[src/rtl/multi_cycle_ctrl_if.sv]
// Control bundle between the multi-cycle CPU controller and its datapath.
// The illegal flag exists only when CTRL_ILLEGAL_TRAP_EN is defined.
interface multi_cycle_ctrl_if #(
  parameter int OP_W = 6
);
  logic [OP_W-1:0] opcode;
  logic            zero;
  logic            sign;
  logic [2:0]      state;
  logic            PCWre;
  logic [1:0]      PCSrc;
  logic            IRWre;
  logic            ALUSrcA;
  logic            ALUSrcB;
  logic [2:0]      ALUOp;
  logic            ExtSel;
  logic [1:0]      RegDst;
  logic            WrRegDSrc;
  logic            DBDataSrc;
  logic            RegWre;
  logic            mRD;
  logic            mWR;
`ifdef CTRL_ILLEGAL_TRAP_EN
  logic            illegal;

  modport master (
    input  opcode, zero, sign,
    output state, PCWre, PCSrc, IRWre, ALUSrcA, ALUSrcB, ALUOp, ExtSel,
           RegDst, WrRegDSrc, DBDataSrc, RegWre, mRD, mWR, illegal
  );
  modport slave (
    output opcode, zero, sign,
    input  state, PCWre, PCSrc, IRWre, ALUSrcA, ALUSrcB, ALUOp, ExtSel,
           RegDst, WrRegDSrc, DBDataSrc, RegWre, mRD, mWR, illegal
  );
`else
  modport master (
    input  opcode, zero, sign,
    output state, PCWre, PCSrc, IRWre, ALUSrcA, ALUSrcB, ALUOp, ExtSel,
           RegDst, WrRegDSrc, DBDataSrc, RegWre, mRD, mWR
  );
  modport slave (
    output opcode, zero, sign,
    input  state, PCWre, PCSrc, IRWre, ALUSrcA, ALUSrcB, ALUOp, ExtSel,
           RegDst, WrRegDSrc, DBDataSrc, RegWre, mRD, mWR
  );
`endif
endinterface

[src/rtl/multi_cycle_ctrl.sv]
// Multi-cycle CPU control unit: IF/ID/EXE/MEM/WB/HALT sequencer with combinational controls.
// Optional CTRL_ILLEGAL_TRAP_EN traps unknown opcodes into HALT and raises illegal.
module multi_cycle_ctrl #(
  parameter int OP_W = 6
) (
  input logic                 CLK,
  input logic                 Reset,
  multi_cycle_ctrl_if.master  bus
);

  localparam logic [OP_W-1:0] OP_ADD   = OP_W'(6'b000000);
  localparam logic [OP_W-1:0] OP_SUB   = OP_W'(6'b000001);
  localparam logic [OP_W-1:0] OP_ADDIU = OP_W'(6'b000010);
  localparam logic [OP_W-1:0] OP_AND   = OP_W'(6'b010000);
  localparam logic [OP_W-1:0] OP_ORI   = OP_W'(6'b010010);
  localparam logic [OP_W-1:0] OP_SLT   = OP_W'(6'b100110);
  localparam logic [OP_W-1:0] OP_SW    = OP_W'(6'b110000);
  localparam logic [OP_W-1:0] OP_LW    = OP_W'(6'b110001);
  localparam logic [OP_W-1:0] OP_BEQ   = OP_W'(6'b110100);
  localparam logic [OP_W-1:0] OP_BNE   = OP_W'(6'b110101);
  localparam logic [OP_W-1:0] OP_BLTZ  = OP_W'(6'b110110);
  localparam logic [OP_W-1:0] OP_J     = OP_W'(6'b111000);
  localparam logic [OP_W-1:0] OP_JR    = OP_W'(6'b111001);
  localparam logic [OP_W-1:0] OP_JAL   = OP_W'(6'b111010);
  localparam logic [OP_W-1:0] OP_HALT  = OP_W'(6'b111111);

  typedef enum logic [2:0] {
    S_IF   = 3'b000,
    S_ID   = 3'b001,
    S_EXE  = 3'b010,
    S_MEM  = 3'b011,
    S_WB   = 3'b100,
    S_HALT = 3'b101
  } state_e;

  state_e state_q, state_d;

  logic       pcWre, irWre, aluSrcB, extSel, wrRegDSrc, dbDataSrc, regWre, mRd, mWr;
  logic [1:0] pcSrc, regDst;
  logic [2:0] aluOp;
  logic       isRType;

  assign isRType = (bus.opcode == OP_ADD) || (bus.opcode == OP_SUB) ||
                   (bus.opcode == OP_AND) || (bus.opcode == OP_SLT);

  always_ff @(posedge CLK) begin
    if (!Reset) state_q <= S_IF;
    else        state_q <= state_d;
  end

  // Next state and controls; everything is held at 0 while Reset is low.
  always_comb begin
    state_d   = state_q;
    pcWre     = 1'b0;
    pcSrc     = 2'b00;
    irWre     = 1'b0;
    aluSrcB   = 1'b0;
    aluOp     = 3'b000;
    extSel    = 1'b0;
    regDst    = 2'b00;
    wrRegDSrc = 1'b0;
    dbDataSrc = 1'b0;
    regWre    = 1'b0;
    mRd       = 1'b0;
    mWr       = 1'b0;
    case (state_q)
      S_IF: begin
        irWre   = 1'b1;
        state_d = S_ID;
      end
      S_ID: begin
        case (bus.opcode)
          OP_J:    begin pcWre = 1'b1; pcSrc = 2'b11; state_d = S_IF; end
          OP_JR:   begin pcWre = 1'b1; pcSrc = 2'b10; state_d = S_IF; end
          OP_JAL:  begin pcWre = 1'b1; pcSrc = 2'b11; regWre = 1'b1; state_d = S_IF; end
          OP_HALT: state_d = S_HALT;
          OP_ADD, OP_SUB, OP_ADDIU, OP_AND, OP_ORI, OP_SLT,
          OP_SW, OP_LW, OP_BEQ, OP_BNE, OP_BLTZ: state_d = S_EXE;
          default: begin
`ifdef CTRL_ILLEGAL_TRAP_EN
            state_d = S_HALT;
`else
            pcWre   = 1'b1;
            state_d = S_IF;
`endif
          end
        endcase
      end
      S_EXE: begin
        extSel  = (bus.opcode != OP_ORI);
        state_d = S_WB;
        case (bus.opcode)
          OP_SUB:   aluOp = 3'b001;
          OP_AND:   aluOp = 3'b010;
          OP_SLT:   aluOp = 3'b100;
          OP_ADDIU: aluSrcB = 1'b1;
          OP_ORI:   begin aluOp = 3'b011; aluSrcB = 1'b1; end
          OP_LW, OP_SW: begin aluSrcB = 1'b1; state_d = S_MEM; end
          OP_BEQ:   begin aluOp = 3'b001; pcWre = 1'b1; pcSrc = {1'b0, bus.zero};  state_d = S_IF; end
          OP_BNE:   begin aluOp = 3'b001; pcWre = 1'b1; pcSrc = {1'b0, !bus.zero}; state_d = S_IF; end
          OP_BLTZ:  begin aluOp = 3'b001; pcWre = 1'b1; pcSrc = {1'b0, bus.sign};  state_d = S_IF; end
          default:  aluOp = 3'b000;
        endcase
      end
      S_MEM: begin
        if (bus.opcode == OP_SW) begin
          mWr     = 1'b1;
          pcWre   = 1'b1;
          state_d = S_IF;
        end else begin
          mRd     = 1'b1;
          state_d = S_WB;
        end
      end
      S_WB: begin
        regWre    = 1'b1;
        wrRegDSrc = 1'b1;
        pcWre     = 1'b1;
        regDst    = isRType ? 2'b10 : 2'b01;
        dbDataSrc = (bus.opcode == OP_LW);
        state_d   = S_IF;
      end
      S_HALT:  state_d = S_HALT;
      default: state_d = S_IF;
    endcase
  end

  assign bus.state     = Reset ? state_q : 3'b000;
  assign bus.PCWre     = Reset & pcWre;
  assign bus.PCSrc     = Reset ? pcSrc : 2'b00;
  assign bus.IRWre     = Reset & irWre;
  assign bus.ALUSrcA   = 1'b0;
  assign bus.ALUSrcB   = Reset & aluSrcB;
  assign bus.ALUOp     = Reset ? aluOp : 3'b000;
  assign bus.ExtSel    = Reset & extSel;
  assign bus.RegDst    = Reset ? regDst : 2'b00;
  assign bus.WrRegDSrc = Reset & wrRegDSrc;
  assign bus.DBDataSrc = Reset & dbDataSrc;
  assign bus.RegWre    = Reset & regWre;
  assign bus.mRD       = Reset & mRd;
  assign bus.mWR       = Reset & mWr;

`ifdef CTRL_ILLEGAL_TRAP_EN
  logic known;
  always_comb begin
    case (bus.opcode)
      OP_ADD, OP_SUB, OP_ADDIU, OP_AND, OP_ORI, OP_SLT, OP_SW, OP_LW,
      OP_BEQ, OP_BNE, OP_BLTZ, OP_J, OP_JR, OP_JAL, OP_HALT: known = 1'b1;
      default: known = 1'b0;
    endcase
  end
  // The IR is not reloaded in HALT, so the trapping opcode is still visible here.
  assign bus.illegal = Reset && (state_q == S_HALT) && !known;
`endif

endmodule

[src/flat_wrapper.sv]
// flat-port wrapper written by rule: the top's interface ports become plain ports
module multi_cycle_ctrl_flat 
#(
  parameter int OP_W = 6
)
  (CLK, Reset, bus_opcode, bus_zero, bus_sign, bus_state, bus_PCWre, bus_PCSrc, bus_IRWre, bus_ALUSrcA, bus_ALUSrcB, bus_ALUOp, bus_ExtSel, bus_RegDst, bus_WrRegDSrc, bus_DBDataSrc, bus_RegWre, bus_mRD, bus_mWR);
  multi_cycle_ctrl_if #(.OP_W(OP_W)) bus_i ();
  input logic CLK;
  input logic Reset;
  input wire logic [$bits(bus_i.opcode)-1:0] bus_opcode;
  input wire logic [$bits(bus_i.zero)-1:0] bus_zero;
  input wire logic [$bits(bus_i.sign)-1:0] bus_sign;
  output wire logic [$bits(bus_i.state)-1:0] bus_state;
  output wire logic [$bits(bus_i.PCWre)-1:0] bus_PCWre;
  output wire logic [$bits(bus_i.PCSrc)-1:0] bus_PCSrc;
  output wire logic [$bits(bus_i.IRWre)-1:0] bus_IRWre;
  output wire logic [$bits(bus_i.ALUSrcA)-1:0] bus_ALUSrcA;
  output wire logic [$bits(bus_i.ALUSrcB)-1:0] bus_ALUSrcB;
  output wire logic [$bits(bus_i.ALUOp)-1:0] bus_ALUOp;
  output wire logic [$bits(bus_i.ExtSel)-1:0] bus_ExtSel;
  output wire logic [$bits(bus_i.RegDst)-1:0] bus_RegDst;
  output wire logic [$bits(bus_i.WrRegDSrc)-1:0] bus_WrRegDSrc;
  output wire logic [$bits(bus_i.DBDataSrc)-1:0] bus_DBDataSrc;
  output wire logic [$bits(bus_i.RegWre)-1:0] bus_RegWre;
  output wire logic [$bits(bus_i.mRD)-1:0] bus_mRD;
  output wire logic [$bits(bus_i.mWR)-1:0] bus_mWR;
  assign bus_i.opcode = bus_opcode;
  assign bus_i.zero = bus_zero;
  assign bus_i.sign = bus_sign;
  assign bus_state = bus_i.state;
  assign bus_PCWre = bus_i.PCWre;
  assign bus_PCSrc = bus_i.PCSrc;
  assign bus_IRWre = bus_i.IRWre;
  assign bus_ALUSrcA = bus_i.ALUSrcA;
  assign bus_ALUSrcB = bus_i.ALUSrcB;
  assign bus_ALUOp = bus_i.ALUOp;
  assign bus_ExtSel = bus_i.ExtSel;
  assign bus_RegDst = bus_i.RegDst;
  assign bus_WrRegDSrc = bus_i.WrRegDSrc;
  assign bus_DBDataSrc = bus_i.DBDataSrc;
  assign bus_RegWre = bus_i.RegWre;
  assign bus_mRD = bus_i.mRD;
  assign bus_mWR = bus_i.mWR;
  multi_cycle_ctrl #(.OP_W(OP_W)) u_core (.CLK(CLK), .Reset(Reset), .bus(bus_i));
endmodule
[config.mk]
export PLATFORM = sky130hd
export DESIGN_NAME = multi_cycle_ctrl_flat
export DESIGN_NICKNAME = d
export VERILOG_FILES = /design/src/rtl/multi_cycle_ctrl_if.sv /design/src/rtl/multi_cycle_ctrl.sv /design/src/flat_wrapper.sv
export SDC_FILE = /design/constraint.sdc
export NUM_CORES = 1
export LEC_CHECK = 0
export CAP_MARGIN = 0
export CORE_MARGIN = 1
export CORE_UTILIZATION = 35
export DETAILED_ROUTE_END_ITERATION = 16
export PLACE_DENSITY = 0.74
export SYNTH_ARGS = -nofsm -noshare
export SYNTH_HDL_FRONTEND = slang
export SYNTH_SLANG_ARGS = --single-unit
[constraint.sdc]
create_clock -name CLK -period 1.8 [get_ports CLK]
set_clock_uncertainty 0.2 [all_clocks]
set_input_delay 0.18 -clock CLK [delete_from_list [all_inputs] [get_ports CLK]]
set_output_delay 0.18 -clock CLK [all_outputs]
set_load 0.05 [all_outputs]
==> results of run 1 <==
-- synth_stat cells, drive strengths merged, types with 3 or more instances --
cell	number	area [µm²]
nor2b	7	43.8
nor3	7	35.0
nand2b	3	18.8
nor2	7	26.3
inv	5	18.8
o21ai	3	15.0
a21oi	4	20.0
nand3	4	25.0
dfxtp	3	60.1
or3	3	25.0
buf	7	43.8
nand2	9	33.8
and2	3	18.8
-- cell families after synthesis --
group,after synthesis
and+or+nand+nor,51
AOI/OAI and AO/OA,22
buffers and inverters,13
DFF,3
xor gates and xnor gates,1
other,1
-- per-stage QoR --
step | hold WS [ps] | instance area (µm²) | std cells
floorplan | 121 | 731 | 91
global placement | 344 | 1410 | 163
detailed placement | 355 | 1410 | 163
==> results.json, run 1 <==
{
  "cts_resized": 43,
  "firstError": "[ERROR DPL-0038] Utilization greater than 100%, impossible to legalize",
  "globalplace.congestion": 0.934,
  "synth-edff-count": 0,
  "fp.dieH_um": 42.9,
  "ys_warn_count": 0,
  "synth_xor_area_share_pct": 1.50,
  "ys_types": 39,
  "synth_cells": 91,
  "synth_area_um2": 584,
  "clock_path_buffers": 2,
  "cts_hold_buf": 0,
  "synthFlopType": "dfxtp_1",
  "seq_area_frac_synth_pct": 10.3,
  "io_pins": 30,
  "syn_avg_cell_area_um2": 6.42,
  "synth_top_family_by_area": "simple AND/OR/NAND/NOR gates",
  "synth_compound_area_share_pct": 25.9,
  "synth-adder-area-share_pct": 0,
  "die_w_um": 42.9,
  "yosys_register_bits": 3,
  "portBuffers": 28,
  "stop_stage": "clock tree synthesis",
  "place_ws_ps": -493,
  "ctsRootBufferMaster": "clkbuf_4",
  "synthMuxAreaShare_pct": 0,
  "start_util_pct": 37.9,
  "cts_inserted_buffers": 3,
  "postCtsSetupBuffers": 4,
  "detailedPlacementHpwl_um": 2360,
  "async_flop_share_pct": 0,
  "cts_sinks": 3,
  "cts.htree.levels": 1,
  "status": "aborted with a tool error",
  "synth_fp_nets": 101,
  "synth-simple-area-share_pct": 50.1,
  "rows": 14
}
==> run 2: changes to the inputs <==
- CORE_AREA: unset -> 2 2 63 65
- CORE_MARGIN: 1 -> unset
- CORE_UTILIZATION: 35 -> unset
- DIE_AREA: unset -> 0 0 65 67
- PLACE_DENSITY: 0.74 -> unset
- PLACE_DENSITY_LB_ADDON: unset -> 0.15
==> run 2 against run 1 <==
Effect of this change:
- the flow now finishes, with violations (setup timing)
- synthesized cell count unchanged
- area after synthesis did not move
==> results.json, run 2 <==
{
  "stdcell_area_um2": 1820,
  "cp_num_buf_inv": 1,
  "synth.top_cells.by_area": "dfxtp_1 10%, nor2b_1 7.5%, nor3_1 6.0%",
  "synth_cells": 91,
  "finalPower_w": 0.000525,
  "reg2reg_slack_ps": 290,
  "ant_nets": 0,
  "vias": 924,
  "synth_fp_nets": 101,
  "startpoint_type": "register",
  "reg_top3": "u_core.state_q x3",
  "layout_commonest_cell": "buf_4",
  "synth_top_area_share_pct": 10.3,
  "largest_register_ffs": 3,
  "cp.arrival_ps": 1650,
  "grt_max_degree": 10,
  "required_ps": 1420,
  "cts_sinks": 3,
  "antenna_found_initial": 0,
  "ys_warn_count": 0,
  "p_per_area_nw_per_um2": 289,
  "finalWirelength_um": 2720,
  "setup_viol": 10,
  "cp-end-kind": "primary output",
  "fin_crit_sh_pct": 113,
  "detailedPlacementHpwl_um": 2070,
  "crit_family": "simple AND/OR/NAND/NOR gates",
  "clk_pin_slew_ps": 30,
  "fmax_ghz": 0.492,
  "finalSetupTns_ps": -972,
  "rows": 22,
  "tritoncts": "yes",
  "core_area_um2": 3610,
  "crit_fanout": 3,
  "ir_drop_uv": 281,
  "start_util_pct": 16.2,
  "synthFlopType": "dfxtp_1",
  "cpPeakStageDelay_ps": 340,
  "critPathSlowestCell": "or3_4",
  "drtIter0Drc": 8,
  "clkLatencyLatePin_ps": 210,
  "leakagePower_nw": 0.737,
  "maxSlewViolCount": 0,
  "ctsRootBufferMaster": "clkbuf_8",
  "grtUsageTotal_pct": 13.9,
  "critical_path.cell_chain": "nand2b_4 -> or3_4 -> or3_4 -> a21boi_4 -> buf_12",
  "hold_ws_ps": 275,
  "synthTopCellsByCount": "9 x nand2_1, 7 x nor2_1, 7 x nor2b_1, 7 x nor3_1",
  "drive_above_1_share_pct": 75.2,
  "multi_input_area_um2": 779,
  "io_pins": 30,
  "areaGrowthSynthToFinish_pct": 211,
  "yosys_register_bits": 3,
  "crit_type": "reg -> out",
  "ys_types": 39,
  "grt_setup_unrepaired": "true",
  "synth-edff-count": 0,
  "overflow": 0,
  "n_antenna_cell": 0,
  "dpl_cell_area_um2": 1480,
  "clock_path_buffers": 2,
  "regArea_um2": 66.3,
  "cts.htree.levels": 1,
  "mostFrequentLayoutCells": "30 x buf_4, 18 x buf_12, 16 x buf_6",
  "drc_errors": 0,
  "wire_per_inst_um": 13.0,
  "place_ws_ps": -459,
  "yosys.area.top_type": "dfxtp_1",
  "status": "finished with violations",
  "globalplace.congestion": 0.846,
  "cts_hold_buf": 0,
  "fp.dieH_um": 67,
  "regMostFlops": "u_core.state_q",
  "grt_pass1_wl_um": 4630,
  "async_flop_share_pct": 0,
  "portBuffers": 28,
  "fin_ws_ps": -232,
  "maxCapViolCount": 0,
  "holdCritPathClass": "in -> reg",
  "hold_viol_final": 0,
  "viasPerCell": 4.42,
  "drt_first_pass_iters": 2,
  "yosysMostFrequentCell": "nand2_1",
  "cts_inserted_buffers": 3,
  "nets": 172,
  "die_w_um": 65,
  "synth_area_um2": 584,
  "seq_area_frac_synth_pct": 10.3,
  "syn_avg_cell_area_um2": 6.42,
  "fin_crit_ps": 2030,
  "nFillCells": 353,
  "grt_pass1_vias": 969,
  "die_area_um2": 4360,
  "crit_top_cell": "or3_4",
  "violations": "setup timing"
}
## run 2: cell counts after synthesis
Identical to the previous run, type by type.
## run 2: area by class of cell
cell class                      count  area share, %
Sequential cell                     3           3.65
Inverter                            5           1.24
Tap cell                           48           3.31
Multi-Input combinational cell     75           42.9
Clock buffer                        4           2.48
Timing Repair Buffer               74           46.4
## run 2: worst reg2reg max path, cell delays in order, from the launching register on
cell and delay (ps):
dfxtp_2 330, buf_4 110, buf_6 100, nor2b_4 180, buf_6 140, buf_4 100, nand4_1 90, a21oi_1 180
## run 2: metrics by stage
stage	util [%]	std cells
floorplan	-	91
global placement	41.0	197
detailed placement	41.0	197
CTS	48.6	208
global route	50.4	209
finish	50.4	209
## run 2: layer usage
| metal | wire, µm | global-route usage [%] |
|---|---|---|
| met5 | 0 | 0 |
| met4 | 18 | 2.39 |
| met3 | 124 | 3.55 |
| met2 | 1560 | 27.3 |
| met1 | 1020 | 14.9 |
## run 2: power by group
group	leakage [nW]	switching, W	internal (W)
sequential	0.0260	0.00000323	0.0000694
clock	0.0228	0.0000398	0.000151
combinational	0.688	0.000136	0.000126
total	0.737	0.000179	0.000346
## run 2: final timing paths
check / cells past startpoint / start / endpoint
hold / removal: 4 / bus_opcode[3] / u_core.state_q[1]
hold reg to reg: 2 / u_core.state_q[0] / u_core.state_q[0]
setup reg to reg: 7 / u_core.state_q[1] / u_core.state_q[1]
setup / recovery: 5 / u_core.state_q[1] / bus_PCSrc[0]
## run 2: logic make-up after synthesis
kind of cell	after synthesis	share of synthesized area, %
flip-flops	3	10.3
AO/OA/AOI/OAI	22	25.9
buffers and inverters	13	11.6
AND/OR/NAND/NOR	51	50.1
other	1	0.642
XOR/XNOR	1	1.50
## run 2: what timing repair did
item / CTS / global route
endpoints found under the setup margin: 16 / 17
pin swaps: 18 / 11
buffers inserted: 7 / 4
resized for setup: 55 / 26
Power figures use the tool's default switching activity.
==> run 3: changes to the inputs <==
- CAP_MARGIN: 0 -> unset
==> results of run 3 <==
The final DEF is identical to that of run 2; final timing and power are the same.
==> run 4: changes to the inputs <==
- CTS_CLUSTER_DIAMETER: unset -> 40
- clock period: 1.8 -> 1.81 ns (I/O delays scaled with it)
==> run 4 against run 3 <==
Effect of this change:
- the run still ends with setup timing left
- power shrank 0.45%
- sequential share of layout area shrank 0.12 points
- critical path depth is the same
- hold slack improved by 1.0 ps
- core utilization shrank 0.28 points
- largest cell class unchanged
- via count fell by 0.32%
- non-clock buffer count stayed put
- clock power about the same
- global-route usage down 0.14 points
- register-to-register slack about the same
==> results.json, run 4 (synthesized netlist as in run 2, its figures left out) <==
{
  "status": "finished with violations",
  "violations": "setup timing",
  "grt_max_degree": 10,
  "clkLatencyLatePin_ps": 210,
  "globalplace.congestion": 0.846,
  "mostFrequentLayoutCells": "32 x buf_4, 18 x buf_12, 14 x buf_6",
  "startpoint_type": "register",
  "ant_nets": 0,
  "finalWirelength_um": 2720,
  "largest_register_ffs": 3,
  "cts_sinks": 3,
  "vias": 921,
  "start_util_pct": 16.2,
  "crit_family": "simple AND/OR/NAND/NOR gates",
  "cts.htree.levels": 1,
  "regMostFlops": "u_core.state_q",
  "cp-end-kind": "primary output",
  "portBuffers": 28,
  "critPathSlowestCell": "or3_4",
  "cp_num_buf_inv": 1,
  "drc_errors": 0,
  "fin_crit_ps": 2040,
  "drt_first_pass_iters": 4,
  "min_path_cells": 4,
  "ir_drop_uv": 287,
  "dpl_cell_area_um2": 1480,
  "fin_crit_sh_pct": 112,
  "overflow": 0,
  "viasPerCell": 4.41,
  "tritoncts": "yes",
  "critical_path.cell_chain": "nand2b_4 -> or3_4 -> or3_4 -> a21boi_4 -> buf_12",
  "cts_inserted_buffers": 3,
  "stdcell_area_um2": 1810,
  "fmax_ghz": 0.491,
  "drtIter0Drc": 7,
  "holdPathEnd": "u_core.state_q[1]",
  "clock_path_buffers": 2,
  "io_pins": 30,
  "die_area_um2": 4360,
  "reg_top3": "u_core.state_q x3",
  "nets": 172,
  "grt_setup_unrepaired": "true",
  "leakagePower_nw": 0.736,
  "maxCapViolCount": 0,
  "path_depth": 5,
  "cp.arrival_ps": 1650,
  "core_area_um2": 3610,
  "crit_top_cell": "or3_4",
  "hold_viol_final": 0,
  "rr_startpoint": "u_core.state_q[1]",
  "ctsRootBufferMaster": "clkbuf_8",
  "wire_per_inst_um": 13.0,
  "clk_pin_slew_ps": 30,
  "die_w_um": 65,
  "antenna_found_initial": 0,
  "detailedPlacementHpwl_um": 2070,
  "required_ps": 1430,
  "cpPeakStageDelay_ps": 340,
  "layout_commonest_cell": "buf_4",
  "rows": 22,
  "grt_pass1_vias": 959,
  "holdCritPathClass": "in -> reg",
  "grt_pass1_wl_um": 4560,
  "crit_type": "reg -> out",
  "areaGrowthSynthToFinish_pct": 209,
  "fp.dieH_um": 67,
  "reg2reg_slack_ps": 290,
  "setup_viol": 10,
  "crit_fanout": 3,
  "maxSlewViolCount": 0,
  "grtUsageTotal_pct": 13.7,
  "p_per_area_nw_per_um2": 289,
  "n_antenna_cell": 0,
  "drive_above_1_share_pct": 74.5,
  "hp-start": "bus_opcode[3]",
  "finalPower_w": 0.000523,
  "reg2reg_to": "u_core.state_q[1]",
  "reg2regPathDepth": 7,
  "fin_ws_ps": -226
}
[run 4: metrics by stage]
stage / util, % / setup slack, ps / hold slack [ps] / TNS (ps) / cells
finish: 50.1 / -226 / 276 / -978 / 209
global route: 50.1 / -268 / 316 / -1570 / 209
CTS: 49.4 / -248 / 335 / -870 / 208
detailed placement: 41.0 / -451 / 390 / -4670 / 197
global placement: 41.0 / -417 / 387 / -4400 / 197
floorplan: - / -182 / 122 / -797 / 91
[run 4: worst max path at each step]
stage	startpoint	to	slack [ps]
after global placement	bus_opcode[4]	bus_PCSrc[0]	-420
after CTS	u_core.state_q[1]	bus_PCSrc[0]	-250
after global routing	u_core.state_q[1]	bus_PCSrc[0]	-270
final	u_core.state_q[1]	bus_PCSrc[0]	-230
after floorplan	u_core.state_q[1]	bus_PCSrc[0]	-180
after detailed placement	bus_opcode[4]	bus_PCSrc[0]	-450
[run 4: what timing repair did]
action,in CTS,in global routing
hold buffers,0,0
resized for setup,60,15
setup buffers,7,3
endpoints found under the setup margin,16,14
pin swaps,19,12
[run 4: routing by layer]
layer	routed length [µm]	vias to the layer above	track usage, %
met5	0	-	0
li1	-	463	-
met3	128	2	3.55
met4	18	0	2.39
met2	1550	22	27.2
met1	1020	434	14.6
[run 4: final cells by class]
class	count	area [µm²]
Fill cell	352	1800
Timing Repair Buffer	74	842
Sequential cell	3	63.8
Inverter	5	22.5
Clock buffer	4	45.0
Tap cell	48	60.1
Multi-Input combinational cell	75	773
[run 4: worst reg2reg max path, cell delays in order, from the launching register on]
cell and delay (ps):
dfxtp_2 330, buf_4 110, buf_6 100, nor2b_4 190, buf_6 140, buf_4 100
nand4_1 90, a21oi_1 180
[run 4: report_power, final]
part           internal, W  switching (W)  leakage, nW  total [W]
registers        0.0000703     0.00000325       0.0257  0.0000735
logic             0.000125       0.000134        0.687   0.000258
clock network     0.000150      0.0000407       0.0228   0.000191
total             0.000345       0.000178        0.736   0.000523
==> variant 1 (config.mk and constraints of run 4) <==
Reset style: asynchronous (`Reset`), changed in one clocked block.
--- a/src/rtl/multi_cycle_ctrl.sv
+++ b/src/rtl/multi_cycle_ctrl.sv
@@ -45,3 +45,3 @@
 
-  always_ff @(posedge CLK) begin
+  always_ff @(posedge CLK or negedge Reset) begin
     if (!Reset) state_q <= S_IF;
Check against the original RTL: same outputs for any inputs over 10 cycles, from zero or initial values and one cycle with Reset low; that may be too few to reach the edited logic, so the function may still have changed.
==> variant 1 against run 4 <==
The run still ends with negative setup slack left. Synthesized cell count is 2.2% lower. Sequential cell count stayed put. Final area is 1.0% higher. First-iteration DRC count grew to 4.6 times the old value. Register-to-register slack worse by 0.11 ns. Count of clock-buffer cells in the layout stayed put. Setup slack better by 0.013 ns. Area after synthesis is 9.2% higher. Via count is 2.7% higher. Sequential share of layout area is 0.65 points higher. Routed wire length is 0.55% lower. Critical endpoint is now bus_ALUSrcB. Highest routed layer unchanged.
Power is not compared: it rests on default switching activity, and its combinational part moved more than twofold at a synthesized area within 25%.
==> variant 1: results <==
# TYPE chip_impl_metric gauge
chip_impl_metric{name="routed_wire_length_per_instance",unit="microns"} 12.6
chip_impl_metric{name="route.vias.total",unit=""} 946
chip_impl_metric{name="grt_pass1_vias",unit=""} 905
chip_impl_metric{name="cp_slowest_stage_delay",unit="ns"} 0.43
chip_impl_metric{name="htree_num_levels",unit=""} 1
chip_impl_metric{name="grt_util_met1",unit=""} 0.159
chip_impl_info{name="synthTopCellsByArea",value="dfrtp_1 (12%), nor3_1 (5.5%), nor2_1 (5.3%)"} 1
chip_impl_metric{name="finalWeightedCongestion",unit=""} 0.764
chip_impl_metric{name="grt.met2_usage",unit=""} 0.238
chip_impl_metric{name="fin_setup_tns",unit="ns"} -1.52
chip_impl_metric{name="antenna-diode-count",unit=""} 0
chip_impl_metric{name="hpwl",unit="microns"} 1920
chip_impl_metric{name="async_flop_share",unit=""} 1.00
chip_impl_info{name="synth_flop_cell",value="dfrtp_1"} 1
chip_impl_metric{name="detailedRoute.firstIterationViolations",unit=""} 32
chip_impl_metric{name="report.power.total",unit="mW"} 1.21
chip_impl_metric{name="setup_viol",unit=""} 13
chip_impl_metric{name="detailed_place.area",unit="sq mm"} 0.00146
chip_impl_metric{name="synth_nets",unit=""} 99
chip_impl_metric{name="grt_max_degree",unit=""} 12
chip_impl_info{name="synth_top_cells_by_count",value="nor2_1 (9), nand2_1 (8), nor3_1 (7)"} 1
chip_impl_metric{name="fillerInstances",unit=""} 331
chip_impl_metric{name="pre_cts_ws",unit="ns"} -0.430
chip_impl_info{name="violations",value="negative setup slack"} 1
chip_impl_metric{name="utilization",unit=""} 0.506
chip_impl_metric{name="met3_usage",unit=""} 0.0152
chip_impl_metric{name="grt_pass1_wl",unit="microns"} 4370
chip_impl_metric{name="cp_max_fo",unit=""} 4
chip_impl_metric{name="share_of_final_layout_standard_cells_stronger_than_drive_strength_1",unit=""} 0.693
chip_impl_metric{name="synth_sequential_area_ratio",unit=""} 0.118
chip_impl_info{name="status",value="complete, but fails checks"} 1
chip_impl_info{name="reg.largest.list",value="u_core.state_q x3"} 1
chip_impl_metric{name="grtUsageTotal",unit=""} 0.129
chip_impl_metric{name="clock_transition_time_at_the_flip_flop_clock_pins_of_the_worst_setup_and_hold_paths",unit="ns"} 0.03
chip_impl_metric{name="setup_slack",unit="ns"} -0.213
chip_impl_metric{name="num-nets-final",unit=""} 177
[variant 1: worst min-delay path, stage by stage]
cell and delay [ns]:
buf_2 0.12, buf_2 0.15, a22oi_1 0.08, o32ai_1 0.13
[variant 1: layout make-up]
cell class              count  area share
clock buffers               4      0.0247
inverters                   6      0.0144
multi-input cells          72       0.398
flip-flops and latches      3      0.0418
well taps                  48      0.0329
repair buffers             81       0.489
[variant 1: kinds of logic after synthesis]
group	synth area share
AND/OR/NAND/NOR	0.453
multiplexers	0.0157
flip-flops	0.118
AO/OA/AOI/OAI	0.261
buffers and inverters	0.133
XOR/XNOR	0.0137
other	0.00588
[variant 1: worst paths after layout]
check                                        from           endpoint  slack (ns)  cells after the start
worst min-delay path                bus_opcode[5]  u_core.state_q[1]        0.31                      4
min in group asynchronous                   Reset  u_core.state_q[2]        0.54                      3
worst min register to register  u_core.state_q[2]  u_core.state_q[2]        0.47                      3
worst max register to register  u_core.state_q[1]  u_core.state_q[0]        0.18                      5
max in group asynchronous                   Reset  u_core.state_q[2]        0.70                      3
worst max-delay path            u_core.state_q[0]        bus_ALUSrcB       -0.21                      5
[variant 1: metal layers]
| metal | vias up | share of wire |
|---|---|---|
| met2 | 27 | 0.53 |
| met5 | - | 0 |
| met3 | 2 | 0.039 |
| met1 | 443 | 0.42 |
| met4 | 0 | 0.0093 |
| li1 | 474 | - |
[variant 1: through the flow]
| step | hold slack [ns] | std cells |
|---|---|---|
| detailed placement | 0.378 | 194 |
| finish | 0.314 | 214 |
| global placement | 0.373 | 194 |
| floorplan | -0.315 | 89 |
| CTS | 0.315 | 210 |
| global route | 0.354 | 214 |
[variant 1: timing repair]
item                                   4_1_cts  5_1_grt
endpoints found under the hold margin        3        0
gates resized for setup                     51       16
hold buffers                                 1        0
setup endpoints to repair                   17       16
buffers inserted                            10        7
pin swaps                                   14        8
gates cloned                                 1        0
[variant 1: power groups by stage]
stage / clock network [mW] / logic (mW) / registers [mW]
after floorplan: 0 / 0.406 / 0.104
after global placement: 0 / 0.737 / 0.108
after detailed placement: 0 / 0.740 / 0.109
after CTS: 0.195 / 0.850 / 0.116
after global routing: 0.205 / 0.949 / 0.120
final: 0.190 / 0.901 / 0.116
==> variant 2 (flow settings as in run 4) <==
Without the edit above. `OP_W` is set to 6 in 3 places; all go to 3.
--- a/src/rtl/multi_cycle_ctrl_if.sv
+++ b/src/rtl/multi_cycle_ctrl_if.sv
@@ -3,3 +3,3 @@
 interface multi_cycle_ctrl_if #(
-  parameter int OP_W = 6
+  parameter int OP_W = 3
 );
--- a/src/rtl/multi_cycle_ctrl.sv
+++ b/src/rtl/multi_cycle_ctrl.sv
@@ -3,3 +3,3 @@
 module multi_cycle_ctrl #(
-  parameter int OP_W = 6
+  parameter int OP_W = 3
 ) (
--- a/src/flat_wrapper.sv
+++ b/src/flat_wrapper.sv
@@ -3,3 +3,3 @@
 #(
-  parameter int OP_W = 6
+  parameter int OP_W = 3
 )
Ports: changed (resized bus_opcode); port bits go from 30 to 27. The function was not compared with the original's and may differ.
==> variant 2 against run 4 <==
Total power is 5.8% lower. Fmax is 15% higher. Final area is 35% lower. Clock power is 4% higher. Area after synthesis is 26% lower. Routed wire length is 42% lower. Global-route usage is 6.1 points lower. Non-clock buffer count is 27 lower. Sequential cell count stayed put. First-iteration DRC count is 29% higher. Setup slack better by 0.26 ns.
==> variant 2: results <==
# TYPE chip_impl_metric gauge
chip_impl_metric{name="detailed_place.area",unit="sq mm"} 0.00109
chip_impl_metric{name="cp_max_fo",unit=""} 6
chip_impl_metric{name="antenna_violations_before_repair",unit=""} 0
chip_impl_metric{name="numCtsBuffers",unit=""} 3
chip_impl_info{name="synthTopCellsByArea",value="dfxtp_1 (14%), nor2_1 (10%), and2_2 (6.9%)"} 1
chip_impl_info{name="critical-path-slowest-cell",value="dfxtp_4"} 1
chip_impl_metric{name="grt_max_degree",unit=""} 11
chip_impl_metric{name="port_buffers",unit=""} 24
chip_impl_metric{name="share_of_final_layout_standard_cells_stronger_than_drive_strength_1",unit=""} 0.593
chip_impl_metric{name="place_inst",unit=""} 155
chip_impl_info{name="reg.largest.list",value="u_core.state_q x3"} 1
chip_impl_metric{name="finalWeightedCongestion",unit=""} 0.719
chip_impl_metric{name="timing.critical_path.arrival",unit="ns"} 1.39
chip_impl_metric{name="detail_route.vias_per_cell",unit=""} 3.84
chip_impl_metric{name="p_leak",unit="nW"} 0.496
chip_impl_metric{name="async_flop_share",unit=""} 0
chip_impl_metric{name="hpwl",unit="microns"} 1260
chip_impl_metric{name="pre_cts_ws",unit="ns"} -0.151
chip_impl_info{name="timing.critical_path.from",value="u_core.state_q[2]"} 1
chip_impl_metric{name="clock_transition_time_at_the_flip_flop_clock_pins_of_the_worst_setup_and_hold_paths",unit="ns"} 0.03
chip_impl_metric{name="num-nets-final",unit=""} 121
chip_impl_metric{name="detailedRoute.firstIterationViolations",unit=""} 9
chip_impl_metric{name="grtUsageTotal",unit=""} 0.0767
chip_impl_info{name="status",value="finished, final reports clean"} 1
chip_impl_metric{name="timing.hold.ws",unit="ns"} 0.327
chip_impl_metric{name="route.vias.total",unit=""} 619
chip_impl_metric{name="grt_pass1_vias",unit=""} 551
chip_impl_metric{name="synth_cell_types",unit=""} 28
chip_impl_metric{name="synth_nets",unit=""} 74
chip_impl_info{name="min-delay-start",value="Reset"} 1
chip_impl_metric{name="peakVddDrop",unit="mV"} 0.215
chip_impl_metric{name="synth_area_per_cell",unit="sq um"} 6.48
chip_impl_info{name="synth_top_cells_by_count",value="nor2_1 (12), nand2_1 (7), and2_2 (4), nand3_1 (4)"} 1
chip_impl_metric{name="synth_sequential_area_ratio",unit=""} 0.138
chip_impl_metric{name="routed_wire_length_per_instance",unit="microns"} 9.83
chip_impl_metric{name="grt_pass1_wl",unit="microns"} 2580
-- variant 2: logic make-up after synthesis --
| family | count (synthesis) | share of synthesized area |
|---|---|---|
| AND/OR/NAND/NOR | 39 | 0.507 |
| AO/OA/AOI/OAI | 13 | 0.187 |
| buffers and inverters | 9 | 0.118 |
| flip-flops | 3 | 0.138 |
| XOR/XNOR | 2 | 0.0404 |
| other | 1 | 0.00864 |
-- variant 2: worst paths after layout --
path                                          end  slack, ns  cells after the start
worst max register to register  u_core.state_q[1]       0.58                      3
worst max-delay path                 bus_PCSrc[0]       0.04                      5
worst min register to register  u_core.state_q[2]       0.35                      2
worst min-delay path            u_core.state_q[2]       0.33                      4
-- variant 2: timing repair --
action	in CTS	in global routing
buffers inserted	0	2
gates resized for setup	7	6
pin swaps	1	3
setup endpoints to repair	15	10
-- variant 2: power breakdown --
group	internal (mW)	switching, mW
clock network	0.150	0.0473
logic	0.103	0.110
registers	0.0713	0.0105
-- variant 2: area by class of cell --
type,instances,area (sq um)
fillers,391,2440
well taps,48,60.1
flip-flops and latches,3,68.8
repair buffers,47,598
inverters,4,18.8
multi-input cells,55,379
clock buffers,4,45.0
-- variant 2: per-layer routing --
layer  part of all wire  track usage
met5                  0            0
met4              0.012       0.0319
met3              0.073       0.0203
met2               0.44        0.115
met1               0.47        0.103
-- variant 2: worst min-delay path: stages --
cell and delay [ns]:
dlygate4sd2_1 0.26, buf_4 0.15, o21ai_0 0.07, a31oi_1 0.04
